===== config.mk =====
export PLATFORM = sky130hd
export DESIGN_NAME = line_fill_native_flat
export DESIGN_NICKNAME = d
export VERILOG_FILES = /design/src/rtl/line_fill_native_pkg.sv /design/src/rtl/line_fill_native_if.sv /design/src/rtl/line_fill_native_line_assembly_regs.sv /design/src/rtl/line_fill_native.sv /design/src/flat_wrapper.sv
export SDC_FILE = /design/constraint.sdc
export NUM_CORES = 1
export LEC_CHECK = 0
export CELL_PAD_IN_SITES_DETAIL_PLACEMENT = 0
export CELL_PAD_IN_SITES_GLOBAL_PLACEMENT = 1
export CORE_MARGIN = 3
export CORE_UTILIZATION = 32
export CTS_CLUSTER_SIZE = 25
export DETAILED_ROUTE_END_ITERATION = 10
export PLACE_DENSITY = 0.7
export SYNTH_ARGS = -nofsm -noshare
export SYNTH_HDL_FRONTEND = slang
export SYNTH_SLANG_ARGS = --single-unit

===== constraint.sdc =====
create_clock -name clk -period 3.1 [get_ports clk]
set_input_delay 0.465 -clock clk [delete_from_list [all_inputs] [get_ports clk]]
set_output_delay 0.465 -clock clk [all_outputs]
set_load 0.02 [all_outputs]

===== src/rtl/line_fill_native_pkg.sv =====
`default_nettype none
// ============================================================================
// Module      : line_fill_native_pkg
// Description : Shared cache package. Holds the line-fill state encoding and
//               the line-geometry derivations that the line-fill sequencer
//               and read_channel_native both use.
// Revision    : 1.0 - initial release
// ============================================================================
package line_fill_native_pkg;

    typedef enum logic [1:0] {
        ST_IDLE   = 2'd0,
        ST_REQ    = 2'd1,
        ST_FILL   = 2'd2,
        ST_COMMIT = 2'd3
    } fill_state_t;

    // log2 of back-end beats per cache line
    function automatic int calc_line2mem_w(input int word_off_w, input int fe_data_w,
                                           input int be_data_w);
        return word_off_w - $clog2(be_data_w / fe_data_w);
    endfunction

    function automatic int calc_beats(input int line2mem_w);
        return 1 << line2mem_w;
    endfunction

    function automatic int calc_line_w(input int fe_data_w, input int word_off_w);
        return fe_data_w << word_off_w;
    endfunction

    // Beat-index width; kept at least 1 bit so single-beat lines still have a port
    function automatic int calc_ra_w(input int line2mem_w);
        return (line2mem_w > 0) ? line2mem_w : 1;
    endfunction

endpackage
`default_nettype wire


===== src/rtl/line_fill_native_if.sv =====
`default_nettype none
// ============================================================================
// Module      : line_fill_native_if
// Description : Handshake bundle of the line-fill sequencer.
//               fill_*    : fill request from cache control
//               replace_* : line request into read_channel_native
//               read_*    : back-end beats of the requested block
//               crit_*    : critical-word forward
//               line_*    : assembled line to the data-memory write port
//               Modport slave is the sequencer side, master the surrounding
//               cache / back-end side.
// Revision    : 1.0 - initial release
// ============================================================================
interface line_fill_native_if
    import line_fill_native_pkg::*;
#(
    parameter int FE_ADDR_W  = 32,
    parameter int FE_DATA_W  = 32,
    parameter int BE_DATA_W  = 32,
    parameter int WORD_OFF_W = 3
);
    localparam int c_FE_BYTE_W  = $clog2(FE_DATA_W / 8);
    localparam int c_BE_BYTE_W  = $clog2(BE_DATA_W / 8);
    localparam int c_LINE2MEM_W = calc_line2mem_w(WORD_OFF_W, FE_DATA_W, BE_DATA_W);
    localparam int c_RA_W       = calc_ra_w(c_LINE2MEM_W);
    localparam int c_LINE_W     = calc_line_w(FE_DATA_W, WORD_OFF_W);
    localparam int c_FA_W       = FE_ADDR_W - c_FE_BYTE_W;
    localparam int c_LA_W       = FE_ADDR_W - c_BE_BYTE_W - c_LINE2MEM_W;

    logic                  fill_valid;
    logic [c_FA_W-1:0]     fill_addr;
    logic                  fill_ready;
    logic                  replace_valid;
    logic [c_LA_W-1:0]     replace_addr;
    logic                  replace_ready;
    logic                  read_valid;
    logic [c_RA_W-1:0]     read_addr;
    logic [BE_DATA_W-1:0]  read_rdata;
    logic                  crit_valid;
    logic [FE_DATA_W-1:0]  crit_rdata;
    logic                  line_valid;
    logic [c_LA_W-1:0]     line_addr;
    logic [c_LINE_W-1:0]   line_data;
    logic                  line_ready;

    modport slave (
        input  fill_valid, fill_addr, replace_ready, read_valid, read_addr,
               read_rdata, line_ready,
        output fill_ready, replace_valid, replace_addr, crit_valid, crit_rdata,
               line_valid, line_addr, line_data
    );

    modport master (
        output fill_valid, fill_addr, replace_ready, read_valid, read_addr,
               read_rdata, line_ready,
        input  fill_ready, replace_valid, replace_addr, crit_valid, crit_rdata,
               line_valid, line_addr, line_data
    );

endinterface
`default_nettype wire


===== src/rtl/line_fill_native_line_assembly_regs.sv =====
`default_nettype none
// ============================================================================
// Module      : line_assembly_regs
// Description : Beat-indexed BEATS x BE_DATA_W register bank. A write strobe
//               stores wr_data into slot wr_idx; all slots are presented as
//               one flat line (slot i at [i*BE_DATA_W +: BE_DATA_W]).
//   clk, reset : clock, asynchronous active-low reset (clears every slot)
//   wr_en      : write strobe
//   wr_idx     : slot index
//   wr_data    : beat data
//   line_data  : flat line output
// Revision    : 1.0 - initial release
// ============================================================================
module line_assembly_regs #(
    parameter int BEATS     = 8,
    parameter int BE_DATA_W = 32,
    parameter int IDX_W     = 3
) (
    input  logic                       clk,
    input  logic                       reset,
    input  logic                       wr_en,
    input  logic [IDX_W-1:0]           wr_idx,
    input  logic [BE_DATA_W-1:0]       wr_data,
    output logic [BEATS*BE_DATA_W-1:0] line_data
);

    genvar gi;
    generate
        for (gi = 0; gi < BEATS; gi++) begin : g_slot
            logic [BE_DATA_W-1:0] r_slot;

            always_ff @(posedge clk or negedge reset) begin
                if (!reset) begin
                    r_slot <= '0;
                end else if (wr_en && (wr_idx == IDX_W'(gi))) begin
                    r_slot <= wr_data;
                end
            end

            assign line_data[gi*BE_DATA_W +: BE_DATA_W] = r_slot;
        end
    endgenerate

endmodule
`default_nettype wire


===== src/rtl/line_fill_native.sv =====
`default_nettype none
// ============================================================================
// Module      : line_fill_native
// Description : Line-fill sequencer for the cache miss path. Accepts a word
//               address fill request, requests the line from the read
//               channel, assembles the returning beats into a full line,
//               forwards the critical word as soon as its beat lands, then
//               offers the line to the data-memory write port.
//   clk   : clock
//   reset : asynchronous active-low reset
//   bus   : line_fill_native_if.slave (fill / replace / read / crit / line)
// Revision    : 1.0 - initial release
// ============================================================================
module line_fill_native
    import line_fill_native_pkg::*;
#(
    parameter int FE_ADDR_W  = 32,
    parameter int FE_DATA_W  = 32,
    parameter int BE_DATA_W  = 32,
    parameter int WORD_OFF_W = 3
) (
    input  logic                 clk,
    input  logic                 reset,
    line_fill_native_if.slave    bus
);

    localparam int c_FE_BYTE_W  = $clog2(FE_DATA_W / 8);
    localparam int c_BE_BYTE_W  = $clog2(BE_DATA_W / 8);
    localparam int c_LINE2MEM_W = calc_line2mem_w(WORD_OFF_W, FE_DATA_W, BE_DATA_W);
    localparam int c_BEATS      = calc_beats(c_LINE2MEM_W);
    localparam int c_RA_W       = calc_ra_w(c_LINE2MEM_W);
    localparam int c_SUB_W      = WORD_OFF_W - c_LINE2MEM_W;
    localparam int c_FA_W       = FE_ADDR_W - c_FE_BYTE_W;
    localparam int c_LA_W       = FE_ADDR_W - c_BE_BYTE_W - c_LINE2MEM_W;

    fill_state_t              r_state;
    fill_state_t              w_state_next;
    logic [c_LA_W-1:0]        r_line_addr;
    logic [WORD_OFF_W-1:0]    r_woff;
    logic [c_RA_W-1:0]        r_cnt;
    logic                     r_crit_done;
    logic                     r_crit_valid;
    logic [FE_DATA_W-1:0]     r_crit_rdata;

    logic                     w_beat;
    logic                     w_last_beat;
    logic                     w_crit_hit;
    logic [c_RA_W-1:0]        w_beat_idx;
    logic [FE_DATA_W-1:0]     w_crit_word;
    logic                     w_fill_ready;
    logic                     w_replace_valid;
    logic                     w_line_valid;

    // Beats only count while a fill is outstanding
    assign w_beat      = (r_state == ST_FILL) && bus.read_valid;
    assign w_last_beat = w_beat && (r_cnt == c_RA_W'(c_BEATS - 1));

    generate
        if (c_LINE2MEM_W > 0) begin : g_multi_beat
            assign w_beat_idx = bus.read_addr;
            assign w_crit_hit = (bus.read_addr == r_woff[WORD_OFF_W-1:c_SUB_W]);
        end else begin : g_single_beat
            // One beat carries the whole line, so it is always the critical beat
            logic w_unused_read_addr;
            assign w_unused_read_addr = ^bus.read_addr;
            assign w_beat_idx         = '0;
            assign w_crit_hit         = 1'b1;
        end
    endgenerate

    generate
        if (c_SUB_W > 0) begin : g_sub_word
            logic [c_SUB_W-1:0] w_sub;
            assign w_sub       = r_woff[c_SUB_W-1:0];
            assign w_crit_word = bus.read_rdata[int'(w_sub) * FE_DATA_W +: FE_DATA_W];
        end else begin : g_full_word
            assign w_crit_word = bus.read_rdata;
        end
    endgenerate

    // ------------------------------------------------------------------
    // FSM: handshake outputs decode from registered state only
    // ------------------------------------------------------------------
    always_ff @(posedge clk or negedge reset) begin
        if (!reset) begin
            r_state <= ST_IDLE;
        end else begin
            r_state <= w_state_next;
        end
    end

    always_comb begin
        w_state_next    = r_state;
        w_fill_ready    = 1'b0;
        w_replace_valid = 1'b0;
        w_line_valid    = 1'b0;
        case (r_state)
            ST_IDLE: begin
                w_fill_ready = 1'b1;
                if (bus.fill_valid) w_state_next = ST_REQ;
            end
            ST_REQ: begin
                w_replace_valid = 1'b1;
                if (bus.replace_ready) w_state_next = ST_FILL;
            end
            ST_FILL: begin
                if (w_last_beat) w_state_next = ST_COMMIT;
            end
            ST_COMMIT: begin
                w_line_valid = 1'b1;
                if (bus.line_ready) w_state_next = ST_IDLE;
            end
            default: w_state_next = ST_IDLE;
        endcase
    end

    // ------------------------------------------------------------------
    // Request capture, beat counter and critical-word forward
    // ------------------------------------------------------------------
    always_ff @(posedge clk or negedge reset) begin
        if (!reset) begin
            r_line_addr  <= '0;
            r_woff       <= '0;
            r_cnt        <= '0;
            r_crit_done  <= 1'b0;
            r_crit_valid <= 1'b0;
            r_crit_rdata <= '0;
        end else begin
            r_crit_valid <= 1'b0;
            if ((r_state == ST_IDLE) && bus.fill_valid) begin
                r_line_addr <= bus.fill_addr[c_FA_W-1:WORD_OFF_W];
                r_woff      <= bus.fill_addr[WORD_OFF_W-1:0];
                r_cnt       <= '0;
                r_crit_done <= 1'b0;
            end
            if (w_beat) begin
                // The last beat leaves FILL, so the counter is not advanced past it
                if (!w_last_beat) r_cnt <= r_cnt + 1'b1;
                if (w_crit_hit && !r_crit_done) begin
                    r_crit_valid <= 1'b1;
                    r_crit_rdata <= w_crit_word;
                    r_crit_done  <= 1'b1;
                end
            end
        end
    end

    line_assembly_regs #(
        .BEATS     (c_BEATS),
        .BE_DATA_W (BE_DATA_W),
        .IDX_W     (c_RA_W)
    ) u_line_regs (
        .clk       (clk),
        .reset     (reset),
        .wr_en     (w_beat),
        .wr_idx    (w_beat_idx),
        .wr_data   (bus.read_rdata),
        .line_data (bus.line_data)
    );

    assign bus.fill_ready    = w_fill_ready;
    assign bus.replace_valid = w_replace_valid;
    assign bus.replace_addr  = r_line_addr;
    assign bus.line_valid    = w_line_valid;
    assign bus.line_addr     = r_line_addr;
    assign bus.crit_valid    = r_crit_valid;
    assign bus.crit_rdata    = r_crit_rdata;

endmodule
`default_nettype wire


===== src/flat_wrapper.sv =====
// flat-port wrapper written by rule: the top's interface ports become plain ports
module line_fill_native_flat import line_fill_native_pkg::*;
#(
    parameter int FE_ADDR_W  = 32,
    parameter int FE_DATA_W  = 32,
    parameter int BE_DATA_W  = 32,
    parameter int WORD_OFF_W = 3
)
  (clk, reset, bus_fill_valid, bus_fill_addr, bus_replace_ready, bus_read_valid, bus_read_addr, bus_read_rdata, bus_line_ready, bus_fill_ready, bus_replace_valid, bus_replace_addr, bus_crit_valid, bus_crit_rdata, bus_line_valid, bus_line_addr, bus_line_data);
  line_fill_native_if #(.FE_ADDR_W(FE_ADDR_W), .FE_DATA_W(FE_DATA_W), .BE_DATA_W(BE_DATA_W), .WORD_OFF_W(WORD_OFF_W)) bus_i ();
  input  logic clk;
  input  logic reset;
  input wire logic [$bits(bus_i.fill_valid)-1:0] bus_fill_valid;
  input wire logic [$bits(bus_i.fill_addr)-1:0] bus_fill_addr;
  input wire logic [$bits(bus_i.replace_ready)-1:0] bus_replace_ready;
  input wire logic [$bits(bus_i.read_valid)-1:0] bus_read_valid;
  input wire logic [$bits(bus_i.read_addr)-1:0] bus_read_addr;
  input wire logic [$bits(bus_i.read_rdata)-1:0] bus_read_rdata;
  input wire logic [$bits(bus_i.line_ready)-1:0] bus_line_ready;
  output wire logic [$bits(bus_i.fill_ready)-1:0] bus_fill_ready;
  output wire logic [$bits(bus_i.replace_valid)-1:0] bus_replace_valid;
  output wire logic [$bits(bus_i.replace_addr)-1:0] bus_replace_addr;
  output wire logic [$bits(bus_i.crit_valid)-1:0] bus_crit_valid;
  output wire logic [$bits(bus_i.crit_rdata)-1:0] bus_crit_rdata;
  output wire logic [$bits(bus_i.line_valid)-1:0] bus_line_valid;
  output wire logic [$bits(bus_i.line_addr)-1:0] bus_line_addr;
  output wire logic [$bits(bus_i.line_data)-1:0] bus_line_data;
  assign bus_i.fill_valid = bus_fill_valid;
  assign bus_i.fill_addr = bus_fill_addr;
  assign bus_i.replace_ready = bus_replace_ready;
  assign bus_i.read_valid = bus_read_valid;
  assign bus_i.read_addr = bus_read_addr;
  assign bus_i.read_rdata = bus_read_rdata;
  assign bus_i.line_ready = bus_line_ready;
  assign bus_fill_ready = bus_i.fill_ready;
  assign bus_replace_valid = bus_i.replace_valid;
  assign bus_replace_addr = bus_i.replace_addr;
  assign bus_crit_valid = bus_i.crit_valid;
  assign bus_crit_rdata = bus_i.crit_rdata;
  assign bus_line_valid = bus_i.line_valid;
  assign bus_line_addr = bus_i.line_addr;
  assign bus_line_data = bus_i.line_data;
  line_fill_native #(.FE_ADDR_W(FE_ADDR_W), .FE_DATA_W(FE_DATA_W), .BE_DATA_W(BE_DATA_W), .WORD_OFF_W(WORD_OFF_W)) u_core (.clk(clk), .reset(reset), .bus(bus_i));
endmodule

==> metrics list, run 1 <==
- After synthesis, flip-flops and latches occupy 65.5% of the total area.
- In the final timing run, aggregate negative setup slack is 0 ns.
- Power density over cell area: 1140 nW/µm²
- During I/O placement, the number of pins put on the boundary was 417.
* Cell chosen for the clock root: clkbuf_16
- Of the post-synthesis cell area, the dominant cell type holds 65.5%.
- Site Rows: 71
- CTS H-tree depth: 2
- The number of hold violations in the final report was 0.
- The clock drives 325 sinks.
* DRT iter0 DRCs: 211
- From left edge to right edge, the die measures 203 µm.
- After synthesis, the cell types taking the most area are dfrtp_1 66%, mux2_2 27%, mux2_1 1.7%, buf_4 1.6%, buf_2 0.97%.
- Of the cells placed in the final design, the portion with a size suffix greater than 1 is 32.5%.
- Summing all placed instances gives a cell area of 17200 µm².
- Vias per inst: 4.54
* Clock latency on the worst-skew pair: 0.54 ns
- Once layout is done, the placed cells without fillers occupy 18400 µm².
- Post-CTS Setup Repair Bufs: 0
- Synth Instances: 746
- Initial core utilization: 32.7%
- The multi-input combinational cells in the finished layout cover a total of 3950 µm².
- Summed over all nets, the half-perimeter wirelength after detailed placement is 24300 µm.
- Clk_skew: 0.0199 ns
* Number of max-cap violations: 0
- The pre-antenna-repair detailed-routing pass consisted of 4 iterations.
* Most common cell after layout, fill and taps aside: clkdlybuf4s50_1
* Run status: finished, final reports clean
* Signed area change from the synthesized netlist to the final layout: 48.2%
* Mean cell area of the mapped netlist: 16.6 µm²
* Number of nets with antenna violations after routing: 0
- Total via count after detailed routing: 7743
- The floorplan step defined a core boundary enclosing 37900 µm².
- The die covers 41200 µm².
- Post-route worst hold slack: 0.475 ns
* Reg2Reg Depth: 6
- Along the worst path, the maximum fanout reaches 4.
- STA classifies the critical path endpoint as a primary output.
* Clock tree from TritonCTS: done
- The via count of the first global-routing pass was 8471.
- Number of clock buffers inserted by TritonCTS: 38
* Buffers on Ports: 416
- Worst path arrival time: 1.85 ns
- Final worst path period need: 2.32 ns
- Clock-pin slew was measured on the worst setup and hold paths at 0.05 ns.
- Total routing usage reported by global routing: 17.3%
- Final worst path period share: 74.7%
- Maximum number of pins on one net before global-route repair: 75
- The routed design has 35800 µm of wire.
* Slew @ Worst Pin: 0.635 ns
- In this run, distinct cell masters in the synthesized netlist total 24.
* Antenna Diode Count: 0
* Placed cell count: 1638
- Overflow left after global routing: 0
* Number of antenna violations at the first check in global routing: 0
* Number of filler instances in the final layout: 3403
- When the netlist entered floorplanning its net count stood at 823.
- Routability Congestion: 0.723
- Height of the die: 203 µm
* RSZ-0062 raised after global routing: no
- STA puts the critical path data required time at 2.63 ns.
- Based on the critical path, the design can be clocked at up to 432 MHz.
* Final Non-Filler Cells: 1705
- Register bit count reported by yosys: 325
* Final cell utilization of the core: 48.5%
- Wire length of the first global-routing pass: 54300 µm
* Total area of sequential cells: 8130 µm²
- Cell accounting for the most synthesized area: dfrtp_1
- Kind of path behind the tightest hold check: flop to flop
- Most frequent cells in the layout: 415 x clkdlybuf4s50_1, 325 x dfrtp_1, 300 x mux2_2
- Instance count along the most critical hold path: 1
- Netlist area before placement: 12400 µm²
* Wire length per cell after detailed routing: 21.0 µm
- In this run the tightest slew margin relative to its limit is 56.5%.
* Number of buffers on the longest clock path: 3
- Kind of start point of the critical path: flop
- Layout net count: 1245
- Worst setup path category: flop to primary output
- Max IR drop VDD: 509 µV
- Count of yosys warnings during synthesis: 0
- For this run, design rule violations remaining after detail routing come to 0.
- Final count of pins violating max slew: 0
- In this run the static leakage power is 8.03 nW.
* Setup Viol. Count Final: 0
==> final timing paths <==
check	from	end	slack (ns)
max	u_core.r_state[0]	bus_fill_ready	0.78
min	u_core.r_crit_done	u_core.r_crit_done	0.47
max reg2reg	u_core.r_state[0]	u_core.u_line_regs.g_slot[0].r_slot[15]	1.01
min reg2reg	u_core.r_crit_done	u_core.r_crit_done	0.47
max in group asynchronous	reset	u_core.bus.line_addr[16]	1.77
min in group asynchronous	reset	u_core.u_line_regs.g_slot[3].r_slot[9]	0.51
==> sequential cells by signal (all words and copies together) (netlist names) <==
signal and cells:
u_core.u_line_regs.g_slot.r_slot 256, u_core.bus.crit_rdata 32, u_core.bus.line_addr 27, u_core.r_cnt 3, u_core.r_woff 3, u_core.r_state 2
u_core.bus.crit_valid 1, u_core.r_crit_done 1
==> per-layer routing <==
metal | vias up | GRT usage [%] | routed length (µm)
li1 | 3450 | - | -
met1 | 3963 | 21.5 | 14900
met2 | 277 | 28.6 | 17100
met3 | 53 | 5.90 | 3010
met4 | 0 | 5.32 | 865
met5 | - | 0 | 0
==> where the power goes <==
group          switching [mW]  internal [mW]  total (mW)  leakage, nW
combinational            4.51           4.89        9.40         3.30
clock                    1.72           2.69        4.41        0.605
sequential               1.01           6.11        7.12         4.12
==> synth_stat cells <==
library cell / number
nor4_4: 1
nor2_1: 4
a21o_1: 1
o21a_1: 1
nor2b_1: 3
o21ai_0: 3
nand2b_1: 1
nand3b_1: 4
nor3b_1: 1
ha_1: 6
mux2_1: 19
buf_4: 27
or4_1: 1
nand2_1: 4
nor3_2: 2
mux2_2: 300
xor2_1: 3
buf_2: 24
a2111oi_0: 1
clkbuf_1: 3
dfrtp_1: 325
nand3_1: 5
buf_6: 3
inv_1: 4
==> area by class of cell <==
type                       count  share of cell area, %
tap                          511                   3.47
multi-input combinational    360                   21.4
sequential                   325                   44.2
inverter                       4                 0.0816
timing repair buffer         439                   24.1
clock buffer                  57                   6.16
clock inverter                 9                  0.564
==> critical path, cell delays in order, from the launching register on <==
cell,delay (ns)
dfrtp_1,0.40
inv_1,0.09
ha_1,0.21
clkdlybuf4s50_1,0.63
==> timing repair <==
item | in CTS | in global routing
endpoints found under the setup margin | 0 | 0
hold endpoints to repair | 69 | 0
resized for setup | 0 | 0
hold buffers | 1 | 0
==> kinds of logic after synthesis <==
kind of cell / synth area share, %
DFF: 65.5
muxes: 28.9
buffers and inverters: 3.08
and+or+nand+nor: 1.34
AOI/OAI and AO/OA: 0.312
adders and majority gates: 0.605
xor gates and xnor gates: 0.212
==> metrics by stage <==
stage	total power, mW	setup slack (ns)
after global routing	22.0	0.663
after detailed placement	16.7	0.549
final	20.9	0.784
after global placement	16.6	0.601
after floorplan	11.8	1.25
after CTS	21.3	0.713
Power figures use the tool's default switching activity.
==> run 2: changes to the inputs <==
clock period = 2.33 ns   (was 3.1 ns; I/O delays follow)
==> run 2 against run 1 <==
Critical path depth is the same. Register-to-register slack lost 0.77 ns. Wire length grew 2.3%. Sequential share of layout area shrank 0.46 points. Die area is the same. Cell area grew 1.0%. Clock-buffer cell count grew 2. Cell count grew 0.41%. Non-clock buffer count grew 8. Clock power grew 32%. Worst setup slack lost 0.61 ns. Global-route usage grew 0.50 points. Largest cell class unchanged. Largest power group unchanged. Highest routed layer unchanged.
==> metrics list, run 2 (same netlist as run 1, synthesis figures left out) <==
- The weighted congestion reported at the end of routability-driven placement was 0.758 (+4.8%).
- The via count of the first global-routing pass was 8779 (+3.6%).
- The flow ran to the end, and the final reports show no timing, DRC or antenna violations.
- The net count reported at finish came to 1252 (+0.56%).
- The number of top-level pins is 417 (unchanged).
* Detail Placement HPWL: 25100 µm (+3.3%)
* Part of the power in combinational logic: 45.1% (+0.2 points)
* Crit path required time: 1.98 ns (-0.65 ns)
- Clock network fraction of total power: 20.9% (-0.2 points)
- The total of fill cells in the finished design came to 3324 (-2.3%).
- The max-capacitance violation count was 0 (unchanged).
- The number of diodes added for antenna fixing came to 0 (unchanged).
- P_leak: 8.12 nW (+1.1%)
- Final worst path period need: 2.15 ns
- The setup skew after layout came to 0.0147 ns (-0.00521 ns).
- The row count is 71 (unchanged).
* Most flops, register: u_core.u_line_regs.g_slot.r_slot
* Cell chosen for the clock root: clkbuf_16
- Power density over cell area: 1500 nW/µm² (+32%)
- Clock tree from TritonCTS: done
- The critical-path maximum fanout is 4 (unchanged).
- The peak ir drop on the vdd network came to 848 µV (+67%).
- Internal power: 18.2 mW (+33%)
- The total clock sinks is 325 (unchanged).
- The maximum clock path buffer count is 3 (unchanged).
* RSZ-0062 raised after global routing: no
- Most common cell after layout, fill and taps aside: clkdlybuf4s50_1
- The worst setup path is of the flop to primary output kind.
* Total via count after detailed routing: 7848 (+1.4%)
- Clock latency on the worst-skew pair: 0.53 ns (about the same)
- Final hold viol count: 0 (unchanged)
* Initial core utilization: 32.7% (unchanged)
- Overall routed net length: 36700 µm (+2.3%)
- Kind of start point of the critical path: flop
* Share of total power in sequential cells: 34.0% (about the same)
* Switching power share of the total: 34.7% (+0.087 points)
- The initial antenna violation count is 0 (unchanged).
* Endpoint type of the worst setup path: primary output
- The number of nets still failing antenna checks after routing was 0 (unchanged).
- TritonRoute pass-1 iters: 4 (unchanged)
- The final cell count without fillers was 1712 (+0.41%).
* Setup Viol. Count Final: 0 (unchanged)
- The share of final-layout standard cells stronger than drive strength 1 came to 33.1% (+0.56 points).
* Wire length per cell after detailed routing: 21.4 µm (+1.9%)
* CTS H-tree depth: 2 (unchanged)
* Final worst path period share: 92.4%
- Overflow left after global routing: 0 (unchanged)
- Multi-input logic area: 3950 µm² (unchanged)
* Slew @ Worst Pin: 0.765 ns (+0.130 ns)
- The post-route setup TNS was 0 ns (unchanged).
* Die area: 41200 µm² (unchanged)
* Total area of sequential cells: 8130 µm² (unchanged)
* Relative slew slack: 48.8% (-7.7 points)
- Timing-limited maximum frequency: 464 MHz
- Overall power of the completed layout: 27.9 mW (+34%)
* Worst path arrival time: 1.80 ns (-0.05 ns)
- Max FFs per register: 256 (unchanged)
- Placed cell count: 1646 (+0.49%)
- Post-CTS clock slew at the launch and capture registers of the worst setup and hold paths: 0.06 ns (about the same)
- Vias per inst: 4.58 (+0.94%)
- DRT iter0 DRCs: 208 (-1.4%)
- Number of clock buffers inserted by TritonCTS: 37 (-2.6%)
- Maximum number of pins on one net before global-route repair: 63 (-16%)
- The hold slack was 0.339 ns (-0.136 ns).
* Kind of path behind the tightest hold check: input pin to asynchronous set/reset pin
- The height of the die was 203 µm (unchanged).
- The switching power was 9.70 mW (+34%).
- Signed area change from the synthesized netlist to the final layout: 49.8%
- Total routing usage reported by global routing: 17.8% (+0.50 points)
- Die width: 203 µm (unchanged)
- Most frequent cells in the layout: 414 x clkdlybuf4s50_1, 325 x dfrtp_1, 300 x mux2_2
- The final max-slew violation count came to 0 (unchanged).
- Core ar.: 37900 µm² (unchanged)
- Wire length of the first global-routing pass: 56000 µm (+3.3%)
- Buffers on Ports: 416 (unchanged)
- Residual DRC count: 0 (unchanged)
run 2: changes by cell type in the layout (fill, tap and decap cells not counted):
cell	delta
buf_12	+10
buf_4	-2
bufinv_16	-1
clkbuf_1	-2
clkbuf_8	+4
clkdlybuf4s50_1	-1
clkinv_2	-1
clkinvlp_4	-1
dlymetal6s2s_1	+1
run 2: what timing repair did:
action	in CTS	in global routing
setup buffers	0	0
gates resized for setup	0	1
endpoints found under the hold margin	46	0
hold buffers	1	0
endpoints found under the setup margin	0	1
run 2: worst paths after layout:
| path | startpoint | to | slack [ns] | cells past startpoint |
|---|---|---|---|---|
| setup / recovery | u_core.r_state[1] | bus_replace_valid | 0.18 | 3 |
| hold / removal | reset | u_core.bus.crit_rdata[6] | 0.34 | 2 |
| setup reg to reg | u_core.r_state[0] | u_core.u_line_regs.g_slot[0].r_slot[17] | 0.24 | 6 |
| hold reg to reg | u_core.u_line_regs.g_slot[7].r_slot[6] | u_core.u_line_regs.g_slot[7].r_slot[6] | 0.49 | 1 |
| max in group asynchronous | reset | u_core.u_line_regs.g_slot[5].r_slot[19] | 1.26 | 3 |
| min in group clk | bus_fill_addr[19] | u_core.bus.line_addr[16] | 0.43 | 2 |
run 2: critical path, stage by stage, from the launching register on:
cell and delay, ns:
dfrtp_1 0.41, inv_1 0.09, ha_1 0.15, clkdlybuf4s50_1 0.63
run 2: power groups by stage:
stage / Sequential [mW] / Combinational (mW) / Clock (mW)
CTS: 9.53 / 12.8 / 6.05
floorplan: 12.4 / 3.28 / 0
detailed placement: 9.57 / 12.7 / 0
global route: 9.88 / 13.2 / 6.28
global placement: 9.51 / 12.6 / 0
finish: 9.50 / 12.6 / 5.84
run 2: metrics by stage:
step                      util, %  cell area (µm²)  worst slack (ns)
after floorplan                 -            12400             0.477
after global placement       45.7            17300            0.0908
after detailed placement     45.7            17300            0.0345
after CTS                    49.0            18600            0.0575
after global routing         49.0            18600           0.00396
final                        49.0            18600             0.176
run 2: layer usage:
metal,track usage (%),vias to the layer above,routed length [µm]
met5,0,-,0
li1,-,3467,-
met1,22.4,4075,15400
met4,3.84,0,625
met3,6.06,43,2880
met2,30.0,263,17700
run 2: layout make-up:
type / instances / share of cell area (%)
tap: 511 / 3.44
clock buffer: 59 / 6.35
sequential: 325 / 43.7
inverter: 4 / 0.0807
clock inverter: 6 / 0.330
multi-input combinational: 360 / 21.2
timing repair buffer: 447 / 24.8
